`src/rtl/cnn_pkg.sv`:
```
// Shared CNN pipeline definitions: default geometry and the window-generator state type.
package cnn_pkg;

    localparam int SIZE      = 3;
    localparam int WIDTH_BIT = 8;
    localparam int IMG_W     = 28;
    localparam int IMG_H     = 28;

    typedef enum logic [0:0] {
        ST_FILL = 1'b0,
        ST_RUN  = 1'b1
    } win_state_t;

endpackage

```
`src/rtl/line_buffer.sv`:
```
// One image row of pixel storage; asynchronous read of the addressed entry, so the
// old contents are seen in the same cycle they are overwritten.
module line_buffer #(
    parameter int DEPTH     = 28,
    parameter int WIDTH_BIT = 8
) (
    input  logic                         clock,
    input  logic                         we_i,
    input  logic [$clog2(DEPTH)-1:0]     addr_i,
    input  logic [WIDTH_BIT-1:0]         wr_data_i,
    output logic [WIDTH_BIT-1:0]         rd_data_o
);

    logic [WIDTH_BIT-1:0] mem_q [DEPTH];

    assign rd_data_o = mem_q[addr_i];

    // No reset: contents are only ever read after a full fill row has overwritten them.
    always_ff @(posedge clock) begin
        if (we_i) begin
            mem_q[addr_i] <= wr_data_i;
        end
    end

endmodule

```
`src/rtl/conv_window_gen.sv`:
```
// Raster-order pixel stream to SIZE x SIZE sliding window, feeding the conv stage.
// State | meaning: ST_FILL = first SIZE-1 rows of a frame, no windows; ST_RUN = windows emitted.
module conv_window_gen
    import cnn_pkg::*;
#(
    parameter int SIZE      = cnn_pkg::SIZE,
    parameter int WIDTH_BIT = cnn_pkg::WIDTH_BIT,
    parameter int IMG_W     = cnn_pkg::IMG_W,
    parameter int IMG_H     = cnn_pkg::IMG_H
) (
    input  logic                                       clock,
    input  logic                                       nreset,
    input  logic                                       pix_valid,
    input  logic [WIDTH_BIT-1:0]                       pix_data,
    output logic                                       win_valid,
    output logic [SIZE-1:0][SIZE-1:0][WIDTH_BIT-1:0]   win,
    output logic [$clog2(IMG_W)-1:0]                   win_x,
    output logic [$clog2(IMG_H)-1:0]                   win_y,
    output logic                                       frame_done
);

    localparam int XW = $clog2(IMG_W);
    localparam int YW = $clog2(IMG_H);

    localparam logic [XW-1:0] COL_LAST      = XW'(IMG_W - 1);
    localparam logic [XW-1:0] COL_FIRST     = XW'(SIZE - 1);
    localparam logic [YW-1:0] ROW_LAST      = YW'(IMG_H - 1);
    localparam logic [YW-1:0] ROW_FIRST     = YW'(SIZE - 1);
    localparam logic [YW-1:0] ROW_FILL_LAST = YW'(SIZE - 2);

    logic [XW-1:0] col_q, col_d;
    logic [YW-1:0] row_q, row_d;
    win_state_t    state_q;
    logic          col_last, row_last;

    logic [SIZE-1:0][SIZE-1:0][WIDTH_BIT-1:0] win_q, win_d;
    logic [SIZE-1:0][WIDTH_BIT-1:0]           newcol;
    logic                                     win_valid_q;
    logic                                     frame_done_q;
    logic [XW-1:0]                            win_x_q;
    logic [YW-1:0]                            win_y_q;

    logic [WIDTH_BIT-1:0] lb_rd [SIZE-1];
    logic [WIDTH_BIT-1:0] lb_wr [SIZE-1];
    logic                 lb_we;

    // A pixel coinciding with reset is dropped, including its line-buffer write.
    assign lb_we = pix_valid && nreset;

    for (genvar k = 0; k < SIZE - 1; k++) begin : g_lb
        line_buffer #(
            .DEPTH     (IMG_W),
            .WIDTH_BIT (WIDTH_BIT)
        ) u_lb (
            .clock     (clock),
            .we_i      (lb_we),
            .addr_i    (col_q),
            .wr_data_i (lb_wr[k]),
            .rd_data_o (lb_rd[k])
        );
    end

    always_comb begin
        lb_wr[0] = pix_data;
        for (int k = 1; k < SIZE - 1; k++) begin
            lb_wr[k] = lb_rd[k-1];
        end
    end

    always_comb begin
        col_last = (col_q == COL_LAST);
        row_last = (row_q == ROW_LAST);
        col_d    = col_last ? '0 : col_q + XW'(1);
        row_d    = row_q;
        if (col_last) begin
            row_d = row_last ? '0 : row_q + YW'(1);
        end
    end

    // Newest pixel lands in the bottom row; older rows come out of the line buffers.
    always_comb begin
        newcol         = '0;
        newcol[SIZE-1] = pix_data;
        for (int k = 0; k < SIZE - 1; k++) begin
            newcol[SIZE-2-k] = lb_rd[k];
        end
    end

    always_comb begin
        win_d = win_q;
        for (int r = 0; r < SIZE; r++) begin
            for (int c = 0; c < SIZE - 1; c++) begin
                win_d[r][c] = win_q[r][c+1];
            end
            win_d[r][SIZE-1] = newcol[r];
        end
    end

    always_ff @(posedge clock) begin
        if (!nreset) begin
            col_q        <= '0;
            row_q        <= '0;
            state_q      <= ST_FILL;
            win_q        <= '0;
            win_valid_q  <= 1'b0;
            frame_done_q <= 1'b0;
            win_x_q      <= '0;
            win_y_q      <= '0;
        end else begin
            win_valid_q  <= 1'b0;
            frame_done_q <= 1'b0;
            if (pix_valid) begin
                col_q <= col_d;
                row_q <= row_d;
                win_q <= win_d;
                case (state_q)
                    ST_FILL: begin
                        if (col_last && row_q == ROW_FILL_LAST) begin
                            state_q <= ST_RUN;
                        end
                    end
                    ST_RUN: begin
                        // Columns left of SIZE-1 still hold the previous row's tail.
                        if (col_q >= COL_FIRST) begin
                            win_valid_q <= 1'b1;
                            win_x_q     <= col_q - COL_FIRST;
                            win_y_q     <= row_q - ROW_FIRST;
                        end
                        if (col_last && row_last) begin
                            state_q      <= ST_FILL;
                            frame_done_q <= 1'b1;
                        end
                    end
                    default: state_q <= ST_FILL;
                endcase
            end
        end
    end

    assign win_valid  = win_valid_q;
    assign win        = win_q;
    assign win_x      = win_x_q;
    assign win_y      = win_y_q;
    assign frame_done = frame_done_q;

endmodule

```
`config.mk`:
```
export PLATFORM = sky130hd
export DESIGN_NAME = conv_window_gen
export DESIGN_NICKNAME = d
export VERILOG_FILES = /design/src/rtl/cnn_pkg.sv /design/src/rtl/line_buffer.sv /design/src/rtl/conv_window_gen.sv
export SDC_FILE = /design/constraint.sdc
export NUM_CORES = 1
export LEC_CHECK = 0
export CAP_MARGIN = 20
export CORE_AREA = 4 4 252 254
export CTS_CLUSTER_DIAMETER = 120
export DETAILED_ROUTE_END_ITERATION = 7
export DIE_AREA = 0 0 256 258
export GPL_TIMING_DRIVEN = 1
export PLACE_DENSITY_LB_ADDON = 0.3
export REMOVE_ABC_BUFFERS = 1
export SLEW_MARGIN = 40
export SYNTH_ARGS = -nofsm -noshare
export SYNTH_HDL_FRONTEND = slang
export SYNTH_HIERARCHICAL = 1
export SYNTH_SLANG_ARGS = --single-unit
```
`constraint.sdc`:
```
create_clock -name clock -period 2.6 [get_ports clock]
set_clock_uncertainty 0.1 [all_clocks]
set_input_delay 0.52 -clock clock [delete_from_list [all_inputs] [get_ports clock]]
set_output_delay 0.52 -clock clock [all_outputs]
set_load 0.02 [all_outputs]
```
==> run summary, run 1 <==
Run status = finished, final reports clean
Post-synth top flop = edfxtp_1
Yosys cell types = 51
Site row count = 91
Fmax = 405 MHz
Total GRT Usage = 0.141
CTS tree = yes
Die Area = 66000 um^2
Mapped Area = 21300 um^2
Die width = 256 um
Largest area contributor in the netlist = edfxtp_1
CTS Buffer Depth = 3
DRT iter0 DRCs = 974
Main combinational cell family by area after synthesis = multiplexers
CP Depth = 7
WL final = 47400 um
XOR/XNOR Fraction of Synth Area = 0.000823
Fin. Hold Viols = 0
Register area = 15400 um^2
HP Class = flip-flop to flip-flop
Root Driver = clkbuf_16
Post-Layout Inst Area = 25800 um^2
EDFF count, synth = 448
Req. time, crit path = 2.97 ns
Setup crit end kind = flip-flop
CP Launch Type = flip-flop
Layout cells sized above 1 = 0.197
RR Startpoint = col_q[0]$_SDFFE_PN0P_
Crit path max-delay family = multiplexers
Synth Area in Adders = 0.00470
Routed vias/inst = 4.99
Hold Buf Count CTS = 0
Drt first pass iters = 5
Final critical-path required period = 2.47 ns
Period utilization = 0.950
Dpl cell area = 24000 um^2
Reg2reg path depth = 7
Pin count of the biggest net entering global routing = 49
Compound-Gate Fraction of Synth Area = 0.0314
Total number of vias = 11583
Count of input and output buffers = 94
Grt ovf = 0
Max Cap Violations = 0
CTS H-tree depth = 2
Critical hold path startpoint = win_x[0]$_SDFFE_PN0P_
Simple-gate area share of the yosys netlist = 0.0687
Post-detail-place hpwl = 30400 um
Area Overhead vs Synth = 21.4%
Yosys warnings = 6
Slew margin rel. = 0.469
GP Congestion = 0.803
Core Area = 61300 um^2
Worst hold slack = 0.364 ns
Crit Path Category = flip-flop to flip-flop
Mux cell area share after synthesis = 0.152
DR WL/cell = 20.4 um
DIE HEIGHT = 258 um
Syn avg cell area = 16.7 um^2
Crit-path cells = buf_4 > mux4_2 > o21ai_1 > nand4_1 > buf_12 > mux2i_1 > nor2_1
CP Launch Point = col_q[0]$_SDFFE_PN0P_
Area contributors post-synth = edfxtp_1 63%, dfxtp_1 8.9%, mux2i_1 7.9%
Final core utilization = 0.422
Maximum VDD drop = 467 uV
Clock transition at path regs = 0.06 ns
Vias in the first global route = 11758
Register bit total from synthesis = 543
Num ports = 95
Final Slew Violations = 0
DRC = 0
# nets final = 1504
Clk_lat worst skew = 0.60 ns
Initial antenna violation count = 0
RSZ-0062 raised after global routing = no
Pwr/cell area = 726 nW/um^2
Crit path DAT = 2.84 ns
Slowest stage cell, crit path = dfxtp_4
Fill cell count = 5457
N_diodes = 0
Final setup fails = 0
Initial Util = 0.347
Worst Tran Pin Value = 0.796 ns
Leakage = 8.69 nW
Syn Inst Count = 1273
Sequential fraction of the synthesis area = 0.721
First-pass GRT wire length = 72700 um
Area taken by multi-input logic gates = 5480 um^2
Top cell type's share of synthesized area = 0.632
Min-Delay Path Depth = 2
Critical path's largest stage delay = 0.53 ns
CTS resizes = 0
Clock sinks = 543
Async set-or-reset flop fraction in the synthesized netlist = 0
Setup Buffers After CTS = 0
Final ANT Viol Nets = 0
Buf+Inv Stages, Crit Path = 2
Crit-path max FO = 29
Total CTS buffers = 55
-- layout by cell type, fill, tap and decap left out, types with 3 or more instances in the layout --
| master | netlist | routed |
|---|---|---|
| or3_1 | 5 | 5 |
| clkbuf_8 | 0 | 3 |
| a221oi_1 | 12 | 12 |
| clkinv_2 | 0 | 12 |
| clkdlybuf4s50_1 | 0 | 93 |
| bufinv_16 | 0 | 5 |
| clkinv_1 | 0 | 6 |
| a21oi_1 | 6 | 6 |
| nand2b_1 | 4 | 4 |
| mux4_2 | 68 | 68 |
| ha_1 | 8 | 8 |
| a22oi_1 | 24 | 24 |
| o22ai_1 | 7 | 7 |
| inv_1 | 9 | 9 |
| dfxtp_1 | 95 | 91 |
| o21ai_0 | 3 | 3 |
| nor3b_1 | 3 | 3 |
| nor2_1 | 121 | 121 |
| clkinvlp_4 | 0 | 3 |
| nor3_1 | 21 | 21 |
| mux2i_1 | 167 | 167 |
| nand2_1 | 64 | 64 |
| buf_12 | 0 | 17 |
| and2_1 | 9 | 9 |
| o31ai_1 | 3 | 3 |
| nand3b_1 | 9 | 9 |
| buf_4 | 8 | 121 |
| dfxtp_4 | 0 | 4 |
| nor2b_1 | 13 | 13 |
| or3b_1 | 7 | 7 |
| nand3_1 | 8 | 8 |
| nand4b_1 | 5 | 5 |
| clkbuf_1 | 27 | 14 |
| edfxtp_1 | 448 | 448 |
| clkbuf_16 | 0 | 56 |
| o211a_1 | 4 | 4 |
| nand4_1 | 25 | 25 |
| o21ai_1 | 20 | 19 |
-- metal layers --
metal | GRT usage | wire length, um | vias to the layer above
met4 | 0.0393 | 984 | 0
met3 | 0.0246 | 2390 | 59
met2 | 0.236 | 23100 | 301
met1 | 0.192 | 20900 | 5835
met5 | 0 | 0 | -
li1 | - | - | 5388
-- worst register-to-register path: stages (launching register included) --
cell,delay (ns)
dfxtp_4,0.53
buf_4,0.26
mux4_2,0.52
o21ai_1,0.27
nand4_1,0.21
buf_12,0.23
mux2i_1,0.17
nor2_1,0.05
-- cells by family (layout without fill, tap and decap cells) --
| kind of cell | after synthesis | count (layout) |
|---|---|---|
| buffers and inverters | 86 | 343 |
| and+or+nand+nor | 302 | 302 |
| DFF | 543 | 543 |
| adders and majority gates | 8 | 8 |
| muxes | 237 | 237 |
| xor gates and xnor gates | 2 | 2 |
| AOI/OAI and AO/OA | 95 | 95 |
-- final cells by class --
cell class,count,area share
well taps,790,0.0382
flip-flops and latches,543,0.595
repair buffers,231,0.0843
clock inverters,28,0.0111
inverters,10,0.00145
multi-input cells,644,0.212
clock buffers,74,0.0581
-- power by group --
group / switching (mW) / leakage (nW) / internal, mW
registers: 0.0716 / 4.81 / 9.58
logic: 0.774 / 3.01 / 0.562
clock network: 3.21 / 0.874 / 4.55
total: 4.06 / 8.69 / 14.7
-- final timing paths --
kind	slack [ns]	to
min	0.36	win_x[0]$_SDFFE_PN0P_
max reg2reg	0.13	win[43]$_SDFFE_PN0P_
max	0.13	win[43]$_SDFFE_PN0P_
min reg2reg	0.36	win_x[0]$_SDFFE_PN0P_
-- through the flow --
step                power [mW]  worst slack [ns]  instances  setup TNS (ns)
floorplan                 10.6             -4.64       1197        -2857.06
global placement          11.2            -0.114       2218           -1.63
detailed placement        11.2           -0.0927       2218           -1.43
CTS                       19.0            0.0926       2320               0
global route              19.4            0.0113       2320               0
finish                    18.8             0.130       2320               0
-- cells in the mapped netlist, drive strengths merged (5+ instances only) --
library cell  instances
mux4                 68
or3b                  7
ha                    8
nand2                64
clkbuf               27
mux2i               167
a221oi               12
nor3                 21
nand3b                9
nor2b                13
nand4                25
dfxtp                95
inv                  10
or3                   6
a22oi                24
o21ai                23
buf                  49
nand4b                5
and2                  9
edfxtp              448
nand3                 8
nor2                121
a21oi                 6
o22ai                 7
nor3b                 5
-- sequential cells by signal, summed over array words and instances, names as in the netlist --
signal,flops
g_lb.u_lb/mem_q,448
win,72
col_q,5
row_q,5
win_x,5
win_y,5
frame_done,1
state_q,1
win_valid,1
Note: power is estimated with default switching activity, not from simulation.
==> run 2: changes to the inputs <==
--- a/config.mk
+++ b/config.mk
@@ -7,11 +7,12 @@
 export LEC_CHECK = 0
 export CAP_MARGIN = 20
 export CORE_AREA = 4 4 252 254
+export CTS_BUF_LIST = sky130_fd_sc_hd__clkbuf_4 sky130_fd_sc_hd__clkbuf_8
 export CTS_CLUSTER_DIAMETER = 120
 export DETAILED_ROUTE_END_ITERATION = 7
 export DIE_AREA = 0 0 256 258
 export GPL_TIMING_DRIVEN = 1
-export PLACE_DENSITY_LB_ADDON = 0.3
+export PLACE_DENSITY = 0.64
 export REMOVE_ABC_BUFFERS = 1
 export SLEW_MARGIN = 40
 export SYNTH_ARGS = -nofsm -noshare
==> run 2 against run 1 <==
  * Global-route usage is essentially flat
  * Count of clock-buffer cells in the layout rose by 52
  * Die area is the same
  * Sequential power about the same
  * Critical path depth unchanged
  * Non-clock buffer count is 5 higher
  * Register-to-register slack about the same
  * Worst setup slack improved by 0.0081 ns
  * Sequential share of layout area fell by 0.070 points
  * Combinational power about the same
  * Fmax rose by 0.33%
  * Critical path type unchanged
  * Critical endpoint is now win[17]$_SDFFE_PN0P_
  * Largest cell class unchanged
==> run summary, run 2 (same netlist as run 1, synthesis figures left out) <==
Run status = finished, final reports clean (unchanged)
Vias in the first global route = 12266 (was 11758)
Hold Buf Count CTS = 0 (unchanged)
Hold Path Sink = col_q[4]$_SDFFE_PN0P_ (was win_x[0]$_SDFFE_PN0P_)
Clock transition at path regs = 0.07 ns (was 0.06 ns)
Count of input and output buffers = 94 (unchanged)
Final setup fails = 0 (unchanged)
First-pass GRT wire length = 73000 um (was 72700 um)
CTS H-tree depth = 3 (was 2)
Final core utilization = 0.422 (about the same)
Critical path's largest stage delay = 0.71 ns (was 0.53 ns)
CP Launch Type = flip-flop (unchanged)
Leakage = 8.78 nW (was 8.69 nW)
Total GRT Usage = 0.141 (about the same)
Most flop-heavy register = g_lb.u_lb/mem_q (unchanged)
Area Overhead vs Synth = 21.5% (was 21.4%)
CTS Buffer Depth = 3 (unchanged)
Total number of vias = 12023 (was 11583)
Final critical-path required period = 2.46 ns (was 2.47 ns)
Crit-path cells = buf_4 > or3b_1 > o22ai_1 > nor3b_1 > o21ai_1 > mux2i_1 > nor2_1 (was buf_4 > mux4_2 > o21ai_1 > nand4_1 > buf_12 > mux2i_1 > nor2_1)
Most common cell after layout, fill and taps aside = edfxtp_1 (unchanged)
Num ports = 95 (unchanged)
Initial antenna violation count = 1 (was 0)
Max reg flops = 448 (unchanged)
Commonest non-fill, non-tap cells in the layout = 448 x edfxtp_1, 167 x mux2i_1, 123 x buf_4, 121 x nor2_1, 94 x clkbuf_8 (was 448 x edfxtp_1, 167 x mux2i_1, 121 x nor2_1, 121 x buf_4, 93 x clkdlybuf4s50_1)
Site row count = 91 (unchanged)
Register area = 15400 um^2 (about the same)
Crit path DAT = 2.96 ns (was 2.84 ns)
Grt ovf = 0 (unchanged)
GP Congestion = 0.810 (was 0.803)
Clock power frac = 0.395 (was 0.414)
Reg2Reg Setup Slack = 0.14 ns (was 0.13 ns)
CP Depth = 7 (unchanged)
Power, Total = 18.2 mW (was 18.8 mW)
Fill cell count = 5377 (was 5457)
Total CTS buffers = 87 (was 55)
Routed vias/inst = 5.04 (was 4.99)
Initial Util = 0.347 (unchanged)
Crit-path max FO = 16 (was 29)
Fmax = 406 MHz (was 405 MHz)
Max Cap Violations = 0 (unchanged)
Reg2reg path depth = 7 (unchanged)
Final ANT Viol Nets = 0 (unchanged)
Layout cells sized above 1 = 0.230 (was 0.197)
Crit Path Category = flip-flop to flip-flop (unchanged)
Fin. Hold Viols = 0 (unchanged)
Critical hold path startpoint = pix_valid (was win_x[0]$_SDFFE_PN0P_)
Pin count of the biggest net entering global routing = 50 (was 49)
Reg-to-reg endpoint = win[17]$_SDFFE_PN0P_ (was win[43]$_SDFFE_PN0P_)
Req. time, crit path = 3.09 ns (was 2.97 ns)
Root Driver = clkbuf_8 (was clkbuf_16)
DR WL/cell = 19.9 um (was 20.4 um)
Worst Tran Pin Value = 0.839 ns (was 0.796 ns)
Maximum VDD drop = 350 uV (was 467 uV)
Final Slew Violations = 0 (unchanged)
Reg power frac = 0.530 (was 0.515)
WL final = 47500 um (was 47400 um)
Clk_lat worst skew = 0.66 ns (was 0.60 ns)
Comb power frac = 0.075 (was 0.071)
Drt first pass iters = 5 (unchanged)
DRT iter0 DRCs = 1029 (was 974)
Period utilization = 0.947 (was 0.950)
Clock sinks = 543 (unchanged)
RSZ-0062 raised after global routing = no (unchanged)
DIE HEIGHT = 258 um (unchanged)
HP Class = input port to flip-flop (was flip-flop to flip-flop)
DRC = 0 (unchanged)
Switching share of power = 0.227 (was 0.216)
Setup crit end kind = flip-flop (unchanged)
Area taken by multi-input logic gates = 5480 um^2 (about the same)
Slowest stage cell, crit path = dfxtp_1 (was dfxtp_4)
Core Area = 61300 um^2 (unchanged)
Slew margin rel. = 0.441 (was 0.469)
Crit path max-delay family = flip-flops (was multiplexers)
Die width = 256 um (unchanged)
Die Area = 66000 um^2 (unchanged)
# nets final = 1541 (was 1504)
Buf+Inv Stages, Crit Path = 1 (was 2)
Min-Delay Path Depth = 4 (was 2)
RR Startpoint = col_q[3]$_SDFFE_PN0P_ (was col_q[0]$_SDFFE_PN0P_)
Internal power = 14.1 mW (was 14.7 mW)
CTS tree = yes (unchanged)
Sw Pwr = 4.14 mW (was 4.06 mW)
Pwr/cell area = 705 nW/um^2 (was 726 nW/um^2)
Post-detail-place hpwl = 29400 um (was 30400 um)
## run 2: worst min-delay path, stage by stage
cell	delay, ns
buf_4	0.13
nand3_1	0.09
nand2_1	0.07
a21oi_1	0.05
## run 2: layout make-up
type | count | share of cell area
Clock buffer | 126 | 0.0593
Timing Repair Buffer | 236 | 0.0872
Clock inverter | 36 | 0.00798
Antenna cell | 1 | 0.0000967
Sequential cell | 543 | 0.594
Multi-Input combinational cell | 644 | 0.212
Inverter | 10 | 0.00145
Tap cell | 790 | 0.0382
## run 2: per-stage QoR
| stage | worst slack (ns) | hold slack, ns | std cells | TNS (ns) | instance area (um^2) |
|---|---|---|---|---|---|
| after floorplan | -4.64 | 0.355 | 1197 | -2857.06 | 20900 |
| after global placement | -0.158 | 0.350 | 2217 | -2.43 | 24100 |
| after detailed placement | -0.115 | 0.358 | 2217 | -1.48 | 24100 |
| after CTS | 0.0114 | 0.0839 | 2379 | 0 | 25800 |
| after global routing | 0.00958 | 0.114 | 2386 | 0 | 25900 |
| final | 0.138 | 0.145 | 2386 | 0 | 25900 |
## run 2: timing repair
action	CTS	global route
setup endpoints to repair	0	33
setup buffers	0	6
gates resized for setup	0	2
## run 2: worst max path at each step
stage / start / end / slack (ns)
after detailed placement: nreset / g_lb[1].u_lb/mem_q[4][5]$_DFFE_PP_ / -0.12
final: col_q[3]$_SDFFE_PN0P_ / win[17]$_SDFFE_PN0P_ / 0.14
after global routing: col_q[2]$_SDFFE_PN0P_ / win[42]$_SDFFE_PN0P_ / 0.01
after CTS: col_q[0]$_SDFFE_PN0P_ / win[19]$_SDFFE_PN0P_ / 0.01
after global placement: nreset / g_lb[1].u_lb/mem_q[4][0]$_DFFE_PP_ / -0.16
after floorplan: col_q[1]$_SDFFE_PN0P_ / g_lb[0].u_lb/mem_q[27][0]$_DFFE_PP_ / -4.64
## run 2: per-layer routing
layer | track usage | wire [um]
met5 | 0 | 0
met4 | 0.0468 | 935
met3 | 0.0279 | 3120
met2 | 0.226 | 22400
met1 | 0.194 | 21000
## run 2: power groups by stage
stage	clock (mW)	combinational (mW)	sequential, mW
2_1_floorplan	0	0.616	9.98
3_3_place_gp	0	1.33	9.85
3_5_place_dp	0	1.36	9.85
4_1_cts	7.44	1.35	9.67
5_1_grt	7.86	1.46	9.66
6_report	7.21	1.37	9.65
